==> src/rtl/axi_arb_pkg.sv <==
// Shared definitions for the AXI4 write-path arbiter: AXI encodings, AW FSM states
// and the master-index width helper.
package axi_arb_pkg;

    localparam logic [1:0] BURST_INCR  = 2'b01;
    localparam logic [1:0] RESP_OKAY   = 2'b00;
    localparam logic [1:0] RESP_DECERR = 2'b11;

    typedef enum logic {
        AW_ARB  = 1'b0,
        AW_HOLD = 1'b1
    } aw_state_e;

    // A single-bit index is kept even for two masters so vectors never collapse to zero width.
    function automatic int midx_w(input int n);
        return (n <= 2) ? 1 : $clog2(n);
    endfunction

endpackage

==> src/rtl/axi_arb_wfifo.sv <==
// In-order W-routing FIFO: holds the master index of every granted AW whose W burst
// has not yet finished. The head is read combinationally from a register array.
module axi_arb_wfifo #(
    parameter int DEPTH = 4,
    parameter int WIDTH = 2
) (
    input  logic             aclk,
    input  logic             aresetn,
    input  logic             push,
    input  logic [WIDTH-1:0] push_data,
    input  logic             pop,
    output logic [WIDTH-1:0] head,
    output logic             full,
    output logic             empty
);

    localparam int PTR_W = $clog2(DEPTH);

    logic [WIDTH-1:0] mem [DEPTH];
    logic [PTR_W:0]   wr_ptr_reg;
    logic [PTR_W:0]   rd_ptr_reg;
    logic             push_ok;
    logic             pop_ok;

    // Extra pointer bit distinguishes full from empty when the low bits coincide.
    assign empty   = (wr_ptr_reg == rd_ptr_reg);
    assign full    = (wr_ptr_reg[PTR_W] != rd_ptr_reg[PTR_W]) &&
                     (wr_ptr_reg[PTR_W-1:0] == rd_ptr_reg[PTR_W-1:0]);
    assign push_ok = push && (!full || pop);
    assign pop_ok  = pop && !empty;
    assign head    = mem[rd_ptr_reg[PTR_W-1:0]];

    always_ff @(posedge aclk or negedge aresetn) begin
        if (!aresetn) begin
            wr_ptr_reg <= '0;
            rd_ptr_reg <= '0;
        end else begin
            if (push_ok) begin
                wr_ptr_reg <= wr_ptr_reg + 1'b1;
            end
            if (pop_ok) begin
                rd_ptr_reg <= rd_ptr_reg + 1'b1;
            end
        end
    end

    always_ff @(posedge aclk) begin
        if (push_ok) begin
            mem[wr_ptr_reg[PTR_W-1:0]] <= push_data;
        end
    end

endmodule

==> src/rtl/axi4_wr_arbiter.sv <==
// N:1 AXI4 write-path arbiter: round-robin AW grant, in-order W routing, B routed back
// by the master index carried in the ID MSBs. Define AXI_ARB_QOS_EN for QoS-priority AW.
module axi4_wr_arbiter
    import axi_arb_pkg::*;
#(
    parameter int NUM_MASTERS = 4,
    parameter int DATA_WIDTH  = 256,
    parameter int ADDR_WIDTH  = 32,
    parameter int ID_WIDTH    = 4,
    parameter int WFIFO_DEPTH = 4,
    localparam int MIDX_W     = midx_w(NUM_MASTERS),
    localparam int SID_W      = ID_WIDTH + MIDX_W,
    localparam int STRB_W     = DATA_WIDTH / 8
) (
    input  logic                            aclk,
    input  logic                            aresetn,
    input  logic [NUM_MASTERS-1:0]          m_awvalid,
    output logic [NUM_MASTERS-1:0]          m_awready,
    input  logic [NUM_MASTERS*ADDR_WIDTH-1:0] m_awaddr,
    input  logic [NUM_MASTERS*ID_WIDTH-1:0] m_awid,
    input  logic [NUM_MASTERS*8-1:0]        m_awlen,
    input  logic [NUM_MASTERS*3-1:0]        m_awsize,
    input  logic [NUM_MASTERS*2-1:0]        m_awburst,
`ifdef AXI_ARB_QOS_EN
    input  logic [NUM_MASTERS*4-1:0]        m_awqos,
`endif
    input  logic [NUM_MASTERS-1:0]          m_wvalid,
    output logic [NUM_MASTERS-1:0]          m_wready,
    input  logic [NUM_MASTERS*DATA_WIDTH-1:0] m_wdata,
    input  logic [NUM_MASTERS*STRB_W-1:0]   m_wstrb,
    input  logic [NUM_MASTERS-1:0]          m_wlast,
    output logic [NUM_MASTERS-1:0]          m_bvalid,
    input  logic [NUM_MASTERS-1:0]          m_bready,
    output logic [1:0]                      m_bresp,
    output logic [ID_WIDTH-1:0]             m_bid,
    output logic                            s_awvalid,
    input  logic                            s_awready,
    output logic [ADDR_WIDTH-1:0]           s_awaddr,
    output logic [SID_W-1:0]                s_awid,
    output logic [7:0]                      s_awlen,
    output logic [2:0]                      s_awsize,
    output logic [1:0]                      s_awburst,
`ifdef AXI_ARB_QOS_EN
    output logic [3:0]                      s_awqos,
`endif
    output logic                            s_wvalid,
    input  logic                            s_wready,
    output logic [DATA_WIDTH-1:0]           s_wdata,
    output logic [STRB_W-1:0]               s_wstrb,
    output logic                            s_wlast,
    input  logic                            s_bvalid,
    output logic                            s_bready,
    input  logic [1:0]                      s_bresp,
    input  logic [SID_W-1:0]                s_bid,
    output logic                            wfifo_full,
    output logic                            b_decerr
);

    logic [ADDR_WIDTH-1:0] aw_addr_arr  [NUM_MASTERS];
    logic [ID_WIDTH-1:0]   aw_id_arr    [NUM_MASTERS];
    logic [7:0]            aw_len_arr   [NUM_MASTERS];
    logic [2:0]            aw_size_arr  [NUM_MASTERS];
    logic [1:0]            aw_burst_arr [NUM_MASTERS];
    logic [DATA_WIDTH-1:0] w_data_arr   [NUM_MASTERS];
    logic [STRB_W-1:0]     w_strb_arr   [NUM_MASTERS];
`ifdef AXI_ARB_QOS_EN
    logic [3:0]            aw_qos_arr   [NUM_MASTERS];
    logic [3:0]            best_qos;
    logic [MIDX_W-1:0]     qos_idx;
`endif

    aw_state_e         state_reg, state_next;
    logic [MIDX_W-1:0] grant_reg, grant_next;
    logic [MIDX_W-1:0] last_grant_reg, last_grant_next;
    logic [MIDX_W-1:0] rr_pick;
    logic [MIDX_W-1:0] rr_cand;
    logic              rr_found;
    logic              aw_hold;
    logic              fifo_push;
    logic              fifo_pop;
    logic              fifo_full;
    logic              fifo_empty;
    logic [MIDX_W-1:0] w_head;
    logic [MIDX_W-1:0] b_idx;
    logic              b_idx_bad;

    for (genvar gi = 0; gi < NUM_MASTERS; gi++) begin : g_master
        assign aw_addr_arr[gi]  = m_awaddr[gi*ADDR_WIDTH +: ADDR_WIDTH];
        assign aw_id_arr[gi]    = m_awid[gi*ID_WIDTH +: ID_WIDTH];
        assign aw_len_arr[gi]   = m_awlen[gi*8 +: 8];
        assign aw_size_arr[gi]  = m_awsize[gi*3 +: 3];
        assign aw_burst_arr[gi] = m_awburst[gi*2 +: 2];
        assign w_data_arr[gi]   = m_wdata[gi*DATA_WIDTH +: DATA_WIDTH];
        assign w_strb_arr[gi]   = m_wstrb[gi*STRB_W +: STRB_W];
`ifdef AXI_ARB_QOS_EN
        assign aw_qos_arr[gi]   = m_awqos[gi*4 +: 4];
`endif
        assign m_awready[gi] = aw_hold && (grant_reg == MIDX_W'(gi)) && s_awready;
        assign m_wready[gi]  = !fifo_empty && (w_head == MIDX_W'(gi)) && s_wready;
        assign m_bvalid[gi]  = s_bvalid && (b_idx == MIDX_W'(gi));
    end

    // Scan starts one past last_grant, so the most recently served master is visited last.
    always_comb begin
        rr_found = 1'b0;
        rr_pick  = '0;
        rr_cand  = '0;
`ifdef AXI_ARB_QOS_EN
        best_qos = '0;
        qos_idx  = '0;
        for (int i = 0; i < NUM_MASTERS; i++) begin
            qos_idx = MIDX_W'(i);
            if (m_awvalid[qos_idx] && (aw_qos_arr[qos_idx] > best_qos)) begin
                best_qos = aw_qos_arr[qos_idx];
            end
        end
`endif
        for (int off = 1; off <= NUM_MASTERS; off++) begin
            rr_cand = MIDX_W'((int'(last_grant_reg) + off) % NUM_MASTERS);
`ifdef AXI_ARB_QOS_EN
            if (!rr_found && m_awvalid[rr_cand] && (aw_qos_arr[rr_cand] == best_qos)) begin
`else
            if (!rr_found && m_awvalid[rr_cand]) begin
`endif
                rr_found = 1'b1;
                rr_pick  = rr_cand;
            end
        end
    end

    always_ff @(posedge aclk or negedge aresetn) begin
        if (!aresetn) begin
            state_reg      <= AW_ARB;
            grant_reg      <= '0;
            last_grant_reg <= MIDX_W'(NUM_MASTERS - 1);
        end else begin
            state_reg      <= state_next;
            grant_reg      <= grant_next;
            last_grant_reg <= last_grant_next;
        end
    end

    always_comb begin
        state_next      = state_reg;
        grant_next      = grant_reg;
        last_grant_next = last_grant_reg;
        case (state_reg)
            AW_ARB: begin
                if (rr_found && !fifo_full) begin
                    grant_next = rr_pick;
                    state_next = AW_HOLD;
                end
            end
            AW_HOLD: begin
                // A master withdrawing AW valid mid-grant is dropped without a push.
                if (m_awvalid[grant_reg] && s_awready) begin
                    last_grant_next = grant_reg;
                    state_next      = AW_ARB;
                end else if (!m_awvalid[grant_reg]) begin
                    state_next = AW_ARB;
                end
            end
            default: state_next = AW_ARB;
        endcase
    end

    always_comb begin
        aw_hold   = (state_reg == AW_HOLD);
        s_awvalid = aw_hold && m_awvalid[grant_reg];
        fifo_push = s_awvalid && s_awready;
    end

    assign s_awaddr  = aw_addr_arr[grant_reg];
    assign s_awid    = {grant_reg, aw_id_arr[grant_reg]};
    assign s_awlen   = aw_len_arr[grant_reg];
    assign s_awsize  = aw_size_arr[grant_reg];
    assign s_awburst = aw_burst_arr[grant_reg];
`ifdef AXI_ARB_QOS_EN
    assign s_awqos   = aw_qos_arr[grant_reg];
`endif

    axi_arb_wfifo #(
        .DEPTH (WFIFO_DEPTH),
        .WIDTH (MIDX_W)
    ) u_wfifo (
        .aclk      (aclk),
        .aresetn   (aresetn),
        .push      (fifo_push),
        .push_data (grant_reg),
        .pop       (fifo_pop),
        .head      (w_head),
        .full      (fifo_full),
        .empty     (fifo_empty)
    );

    assign wfifo_full = fifo_full;
    assign s_wvalid   = !fifo_empty && m_wvalid[w_head];
    assign s_wlast    = !fifo_empty && m_wlast[w_head];
    assign s_wdata    = w_data_arr[w_head];
    assign s_wstrb    = w_strb_arr[w_head];
    assign fifo_pop   = s_wvalid && s_wready && s_wlast;

    // Responses whose index names no master are accepted here so the slave never stalls.
    assign b_idx     = s_bid[SID_W-1:ID_WIDTH];
    assign b_idx_bad = (int'(b_idx) >= NUM_MASTERS);
    assign s_bready  = b_idx_bad ? 1'b1 : m_bready[b_idx];
    assign b_decerr  = s_bvalid && b_idx_bad;
    assign m_bid     = s_bid[ID_WIDTH-1:0];
    assign m_bresp   = s_bresp;

endmodule

==> config.mk <==
export PLATFORM = sky130hd
export DESIGN_NAME = axi4_wr_arbiter
export DESIGN_NICKNAME = d
export VERILOG_FILES = /design/src/rtl/axi_arb_pkg.sv /design/src/rtl/axi_arb_wfifo.sv /design/src/rtl/axi4_wr_arbiter.sv
export SDC_FILE = /design/constraint.sdc
export NUM_CORES = 1
export LEC_CHECK = 0
export CORE_AREA = 2 2 686 688
export CTS_CLUSTER_SIZE = 30
export DETAILED_ROUTE_END_ITERATION = 16
export DIE_AREA = 0 0 688 690
export GPL_ROUTABILITY_DRIVEN = 0
export HOLD_SLACK_MARGIN = 0.1
export PLACE_DENSITY_LB_ADDON = 0.25
export SYNTH_ARGS = -nofsm -noshare
export SYNTH_HDL_FRONTEND = slang
export SYNTH_HIERARCHICAL = 1
export SYNTH_SLANG_ARGS = --single-unit
==> constraint.sdc <==
create_clock -name aclk -period 3.65 [get_ports aclk]
set_input_delay 1.095 -clock aclk [delete_from_list [all_inputs] [get_ports aclk]]
set_output_delay 1.095 -clock aclk [all_outputs]
set_load 0.02 [all_outputs]
* After elaboration in Yosys (flattened, before gate mapping)
Memories as Yosys holds them, arrays and structs flattened.
Cells that the tools add are included.
** Word-level totals
- Register bits :: 11
- Bits in latches :: 0
- Bits in writable memories :: 8
- ROM bits :: 0
- Input port bits :: 1377
- Logic and storage cells :: 132
- Memories kept :: 1
** Memory list
- u_wfifo.mem :: depth 4, width 2, rd ports 1, clocked after Yosys merged registers in 0, write ports 1, line axi_arb_wfifo.sv:19 : logic [WIDTH-1:0] mem [DEPTH];
** Cells by class
- $add $sub $neg :: 6
- Multipliers :: 0
- Div/mod/pow operators :: 0
- $lt $le $gt $ge :: 9
- Equality and inequality tests :: 12
- Shift-type cells :: 0
- Muxes and demuxes :: 51
- Bitwise gates (word level) :: 3
- Reduce and logical (&&, ||, !) cells :: 45
** Operators by type and width (number)
- $bmux W256 S2 :: 1
- $mux W256 :: 2
- $bmux W32 S2 :: 2
- $mux W32 :: 4
- $logic_and A1 B1 Y1 :: 34
- $lt A2 B3 Y1 const B :: 7
- $mux W1 :: 17
- $bmux W1 S2 :: 8
- $bmux W8 S2 :: 1
- $mux W8 :: 2
- $eq A2 B2 Y1 const B :: 6
- $mux W2 :: 6
- $bmux W4 S2 :: 1
- $mux W4 :: 2
- $add A3 B1 Y3 const B :: 2
- $bmux W3 S2 :: 1
- $eq A2 B1 Y1 const B :: 3
- $ge A3 B3 Y1 const B :: 2
- $logic_not A2 Y1 :: 3
- $mux W3 :: 2
- $not A2 Y3 :: 2
- $logic_not A1 Y1 :: 5
- $add A2 B1 Y2 const B :: 2
- $add A2 B2 Y2 const B :: 2
- other kinds (8) :: 9

* Depth between registers and ports, before layout
- Depth in word-level cells :: 16
- Depth in mapped cells :: 6
- Gate-level depth less buffers :: 6

* Cells and area by module
The synthesis kept the hierarchy.
** By module, submodules not included
- axi4_wr_arbiter :: times used 1, cells an instance 479, area each 9039.9 um^2
- axi_arb_wfifo :: times used 1, cells an instance 45, area each 700.7 um^2

* Least setup slack after synthesis
No wires, ideal clock.
- Kind :: register -> output
- From :: reg u_wfifo.rd_ptr_reg[0]
- To :: out m_wready[0]
- Data arrival time :: 2019 ps
- Slack :: 536 ps
- Cell stages (with the launch flop) :: 6
- Path buffers :: 3
- Cell sequence :: dfrtp_1 > mux4_2 > buf_2 > buf_2 > buf_2 > nor3b_1
** On the way
- Longest elaborated chain between the ends :: 4
- Elaborated cells on any way between the ends :: 6
** Ends and longest elaborated chain
- start, declared :: line axi_arb_wfifo.sv:21 : logic [PTR_W:0] rd_ptr_reg;
- start signal, assigned :: line axi_arb_wfifo.sv:42 : rd_ptr_reg <= rd_ptr_reg + 1'b1;
- $mem_v2 Z4 W2
- net w_head[1] :: line axi4_wr_arbiter.sv:83 : logic [MIDX_W-1:0] w_head;
- $logic_not A2 Y1 :: line axi4_wr_arbiter.sv:99 : assign m_wready[gi] = !fifo_empty && (w_head == MIDX_W'(gi)) && s_wready;
- $logic_and A1 B1 Y1 (2 in series) :: line axi4_wr_arbiter.sv:99
- end, declared :: line axi4_wr_arbiter.sv:28 : output logic [NUM_MASTERS-1:0] m_wready,
The timed path passes the listed nets, and every way through them passes these cells.

* Final worst setup path
- From :: reg u_wfifo.rd_ptr_reg[0]
- To :: out s_wdata[225]
** On the way
- Longest elaborated chain between the ends :: 5
** Ends and longest elaborated chain
- $mem_v2 Z4 W2
- net w_head[0] :: line axi4_wr_arbiter.sv:83
- $not A2 Y3 (not written as such) :: line axi4_wr_arbiter.sv:199 : assign s_wdata = w_data_arr[w_head];
- $bmux W256 S2 :: line axi4_wr_arbiter.sv:199
- $mux W256 (not written as such) (2 in series) :: line axi4_wr_arbiter.sv:199
- end, declared :: line axi4_wr_arbiter.sv:48 : output logic [DATA_WIDTH-1:0] s_wdata,
The timed path passes the listed nets, and every way through them passes these cells. The select of a mux whose other input is x is not followed.

==> results list <==
- H-tree level count: 1
* RSZ-0062 raised after global routing: yes
- The min-delay analysis places its worst path in the category flop to flop.
- Data on the critical path is required at its endpoint by 2.55 ns.
* Leakage power of the design: between 10 and 15 nW
- Initial antenna violation count: 369
- Clk slew on worst S/H paths: ~0.05 ns
- Number of nets still failing antenna checks after routing: 0
* Reg-to-reg setup timing slack: 0.10 ns
- For met2 alone, demand over resource in global routing was 21.8%.
* Number of fill cells in the layout: 54,200
- For hold timing, the worst endpoint is u_wfifo/rd_ptr_reg[2].
* Routed Wire Length: 326 mm
* Highest-utilization routing layer at the global route stage: met2
- The clock passes through at most 2 buffers.
- After detailed placement, the total cell area comes to around 36,000 µm².
* Number of warnings issued by yosys: 6
- Clock insertion delay at the later pin of the skew report: roughly 0.25 ns
- Residual overflow from global routing: 0
* Total area of multi-input combinational cells: 8300 µm²
- Dividing total power by cell area gives a power density of between 800 and 900 nW/µm².
* Maximum number of pins on one net before global-route repair: 36
- Worst reg2reg path depth: 9
- Sequential element share of the synthesized area: under 10%
- GR met1 Demand/Resource: 14.1%
- Number of global-route vias before repair: 17,500
* Top-level I/O count: 1,740
- Via count of the routed design: 17,700
* Maximum clock rate: 0.259 GHz
- At the pin with the least slew margin, the transition time is 0.661 ns.
- The final-report max-slew violation count was 0.
* Number of register bits inferred by synthesis: 19
- Height of the die: 690 µm
- Area of the core: 467,000 µm²
- Count of distinct cell types in the synthesized netlist: 45
* Power consumption: 31.3 mW
- After detailed routing, the number of vias per cell comes to around 2.1.
- Commonest non-fill, non-tap cells in the layout: 1,382 x sky130_fd_sc_hd__clkdlybuf4s50_1, 341 x sky130_fd_sc_hd__mux4_2, 208 x sky130_fd_sc_hd__buf_12, 115 x sky130_fd_sc_hd__buf_4, 83 x sky130_fd_sc_hd__buf_6
- Number of hold buffers added after CTS: 0
* Maximum VDD drop: 0.336 mV
- In the final timing run, aggregate negative setup slack is -24.75 ns.
- The first global-routing pass estimated approximately 370 mm of wire.
* EDFF count, synth: 8
- Prior to clock tree synthesis, the placed netlist has a worst setup slack of -0.502 ns.
- Share of the clock period used by the worst path: 106%
- Across the whole layout, storage elements account for 526 µm².
- Number of cells in the finished layout apart from fillers: 8,570
- Hold wc startpoint: u_wfifo/rd_ptr_reg[2]
- CTS tree: built
- Failing checks: negative setup slack
- The worst setup path is launched from a flop.
* Area grow syn2layout: 289%
- Detailed Route Iter0 Violations: 1,418
* Buffer type at the clock tree root: sky130_fd_sc_hd__clkbuf_16
- Summed over all nets, the half-perimeter wirelength after detailed placement is a little over 300 mm.
- The startpoint identified for the worst register-to-register timing path is u_wfifo/rd_ptr_reg[0].
- After routing the design area is 37,900 µm².
- After synthesis, the share of flip-flops with an asynchronous set or reset is 57.9%.
- In the post-route analysis, the smallest setup slack over all paths is -0.210 ns.
- Counting tap cells, the placed design contains a total of 8,453 instances.
* Number of buffer cells added on primary ports: 1,726
- Critical setup path kind: flop to output port
* Fraction of layout instances using a drive strength above 1: a little over a third
- Fin nets: 3,688
* Arrival time of the worst setup path: 2.76 ns
* CTS sink cnt: 19
- Number of hold violations in the final report: 0
- After floorplanning, the core was divided into 251 placement rows.
* Maximum net fanout on the critical path: 11
- After synthesis the cells add up to 9740 µm².
- Relative slew margins: 55.6%
- Final count of negative-setup-slack endpoints: 265
* Flip-flop count of the largest register after layout: 8
- In the global route stage, met3 resource usage came out at about 8.4%.
* Setup Skew: 0.00292 ns
- Outcome: finished, violations left
- The initial utilization of the core area, before any placement, comes to 2.09%.
- Final Critical Period: 3.86 ns
* Syn Area/Cell: roughly 19 µm²
* Number of detailed-routing iterations run before antenna repair: 7
- For this run, design rule violations remaining after detail routing come to 0.
- Max-cap violations in this run came to 0.
- Capturing point of the worst reg2reg path: u_wfifo/wr_ptr_reg[1]
- Util after Layout: 8.11%
- Final hold analysis gives a worst-case slack of between 0.5 and 0.6 ns.
* CP Capture Type: output port
- Cells after Synth: 524
- When the netlist entered floorplanning its net count stood at roughly 1,900.
- Gr usage total: 13.1%
- For this run, the leading register cell type out of synthesis is sky130_fd_sc_hd__dfrtp_1.
* Most common cell after layout, fill and taps aside: sky130_fd_sc_hd__clkdlybuf4s50_1
- Die X-Extent: between 600 and 700 µm
- Dividing the detail-routed wire length by the instance count gives 38.0 µm.
- Cells on Worst Hold Path: 1
- Die Outline Area: ~470,000 µm²
* Number of buffers created by CTS: 3
-- synthesized netlist by cell type (2+ instances only) --
master	n	share of area (%)
sky130_fd_sc_hd__mux2_2	2	0.23
sky130_fd_sc_hd__xnor2_1	5	0.45
sky130_fd_sc_hd__mux2_1	3	0.35
sky130_fd_sc_hd__buf_12	31	6.4
sky130_fd_sc_hd__ha_1	5	0.64
sky130_fd_sc_hd__buf_4	12	0.92
sky130_fd_sc_hd__buf_2	37	1.9
sky130_fd_sc_hd__edfxtp_1	8	2.5
sky130_fd_sc_hd__nand2_1	6	0.23
sky130_fd_sc_hd__nor3_1	3	0.15
sky130_fd_sc_hd__o21ai_0	2	0.10
sky130_fd_sc_hd__and3_1	6	0.39
sky130_fd_sc_hd__nand2b_1	2	0.13
sky130_fd_sc_hd__o221ai_1	2	0.18
sky130_fd_sc_hd__dfrtp_1	9	2.3
sky130_fd_sc_hd__dfstp_2	2	0.54
sky130_fd_sc_hd__nor3b_1	4	0.31
sky130_fd_sc_hd__nor2_1	4	0.15
sky130_fd_sc_hd__xor2_2	2	0.33
sky130_fd_sc_hd__mux4_2	342	79
sky130_fd_sc_hd__nor2b_1	4	0.26
sky130_fd_sc_hd__clkbuf_1	3	0.12
sky130_fd_sc_hd__a21oi_1	2	0.10
sky130_fd_sc_hd__inv_1	6	0.23
sky130_fd_sc_hd__and3b_1	2	0.18
-- cell type report --
cell class,count,area share [%]
flip-flops and latches,19,1.39
clock buffers,3,0.198
well taps,6198,20.5
multi-input cells,414,21.9
inverters,6,0.0595
repair buffers,1862,55.5
diodes,67,0.443
clock inverters,1,0.0132
-- worst max-delay path by stage --
| stage | from | to | slack [ns] | cells after the start |
|---|---|---|---|---|
| floorplan | u_wfifo/rd_ptr_reg[0] | m_wready[0] | 0.54 | 5 |
| global placement | s_wready | m_wready[0] | -0.46 | 5 |
| detailed placement | s_wready | m_wready[0] | -0.50 | 5 |
| CTS | u_wfifo/rd_ptr_reg[0] | s_wdata[171] | -0.21 | 6 |
| global route | u_wfifo/rd_ptr_reg[0] | s_wdata[225] | -0.23 | 6 |
| finish | u_wfifo/rd_ptr_reg[0] | s_wdata[225] | -0.21 | 6 |
-- report_power, final --
group,switching [mW],internal [mW],leakage [nW]
registers,0.238,0.326,0.199
logic,16.9,13.6,11.5
clock network,0.0771,0.147,0.0413
-- worst max-delay path, cell delays in order (launching register included) --
cell                      delay, ns
sky130_fd_sc_hd__dfrtp_1       0.37
sky130_fd_sc_hd__mux4_4        0.70
sky130_fd_sc_hd__buf_8         0.18
sky130_fd_sc_hd__buf_16        0.16
sky130_fd_sc_hd__buf_16        0.23
sky130_fd_sc_hd__mux4_2        0.54
sky130_fd_sc_hd__buf_12        0.20
-- cells by family after synthesis --
kind of cell	after synthesis	synth area share, %
DFF	19	5.32
adders and majority gates	5	0.642
muxes	348	79.9
AOI/OAI and AO/OA	15	1.21
buffers and inverters	91	9.70
and+or+nand+nor	37	2.30
other	1	0.0385
xor gates and xnor gates	8	0.873
-- metal layers --
metal	vias up	part of all wire, %
li1	6255	-
met1	8685	36
met2	1906	46
met3	694	15
met4	134	2.7
met5	-	0.29
-- what timing repair did --
action,4_1_cts,5_1_grt
hold endpoints to repair,0,0
gates resized for setup,316,45
buffers inserted,17,6
gates cloned,20,4
endpoints found under the setup margin,297,290
(Power assumes the default switching activity.)
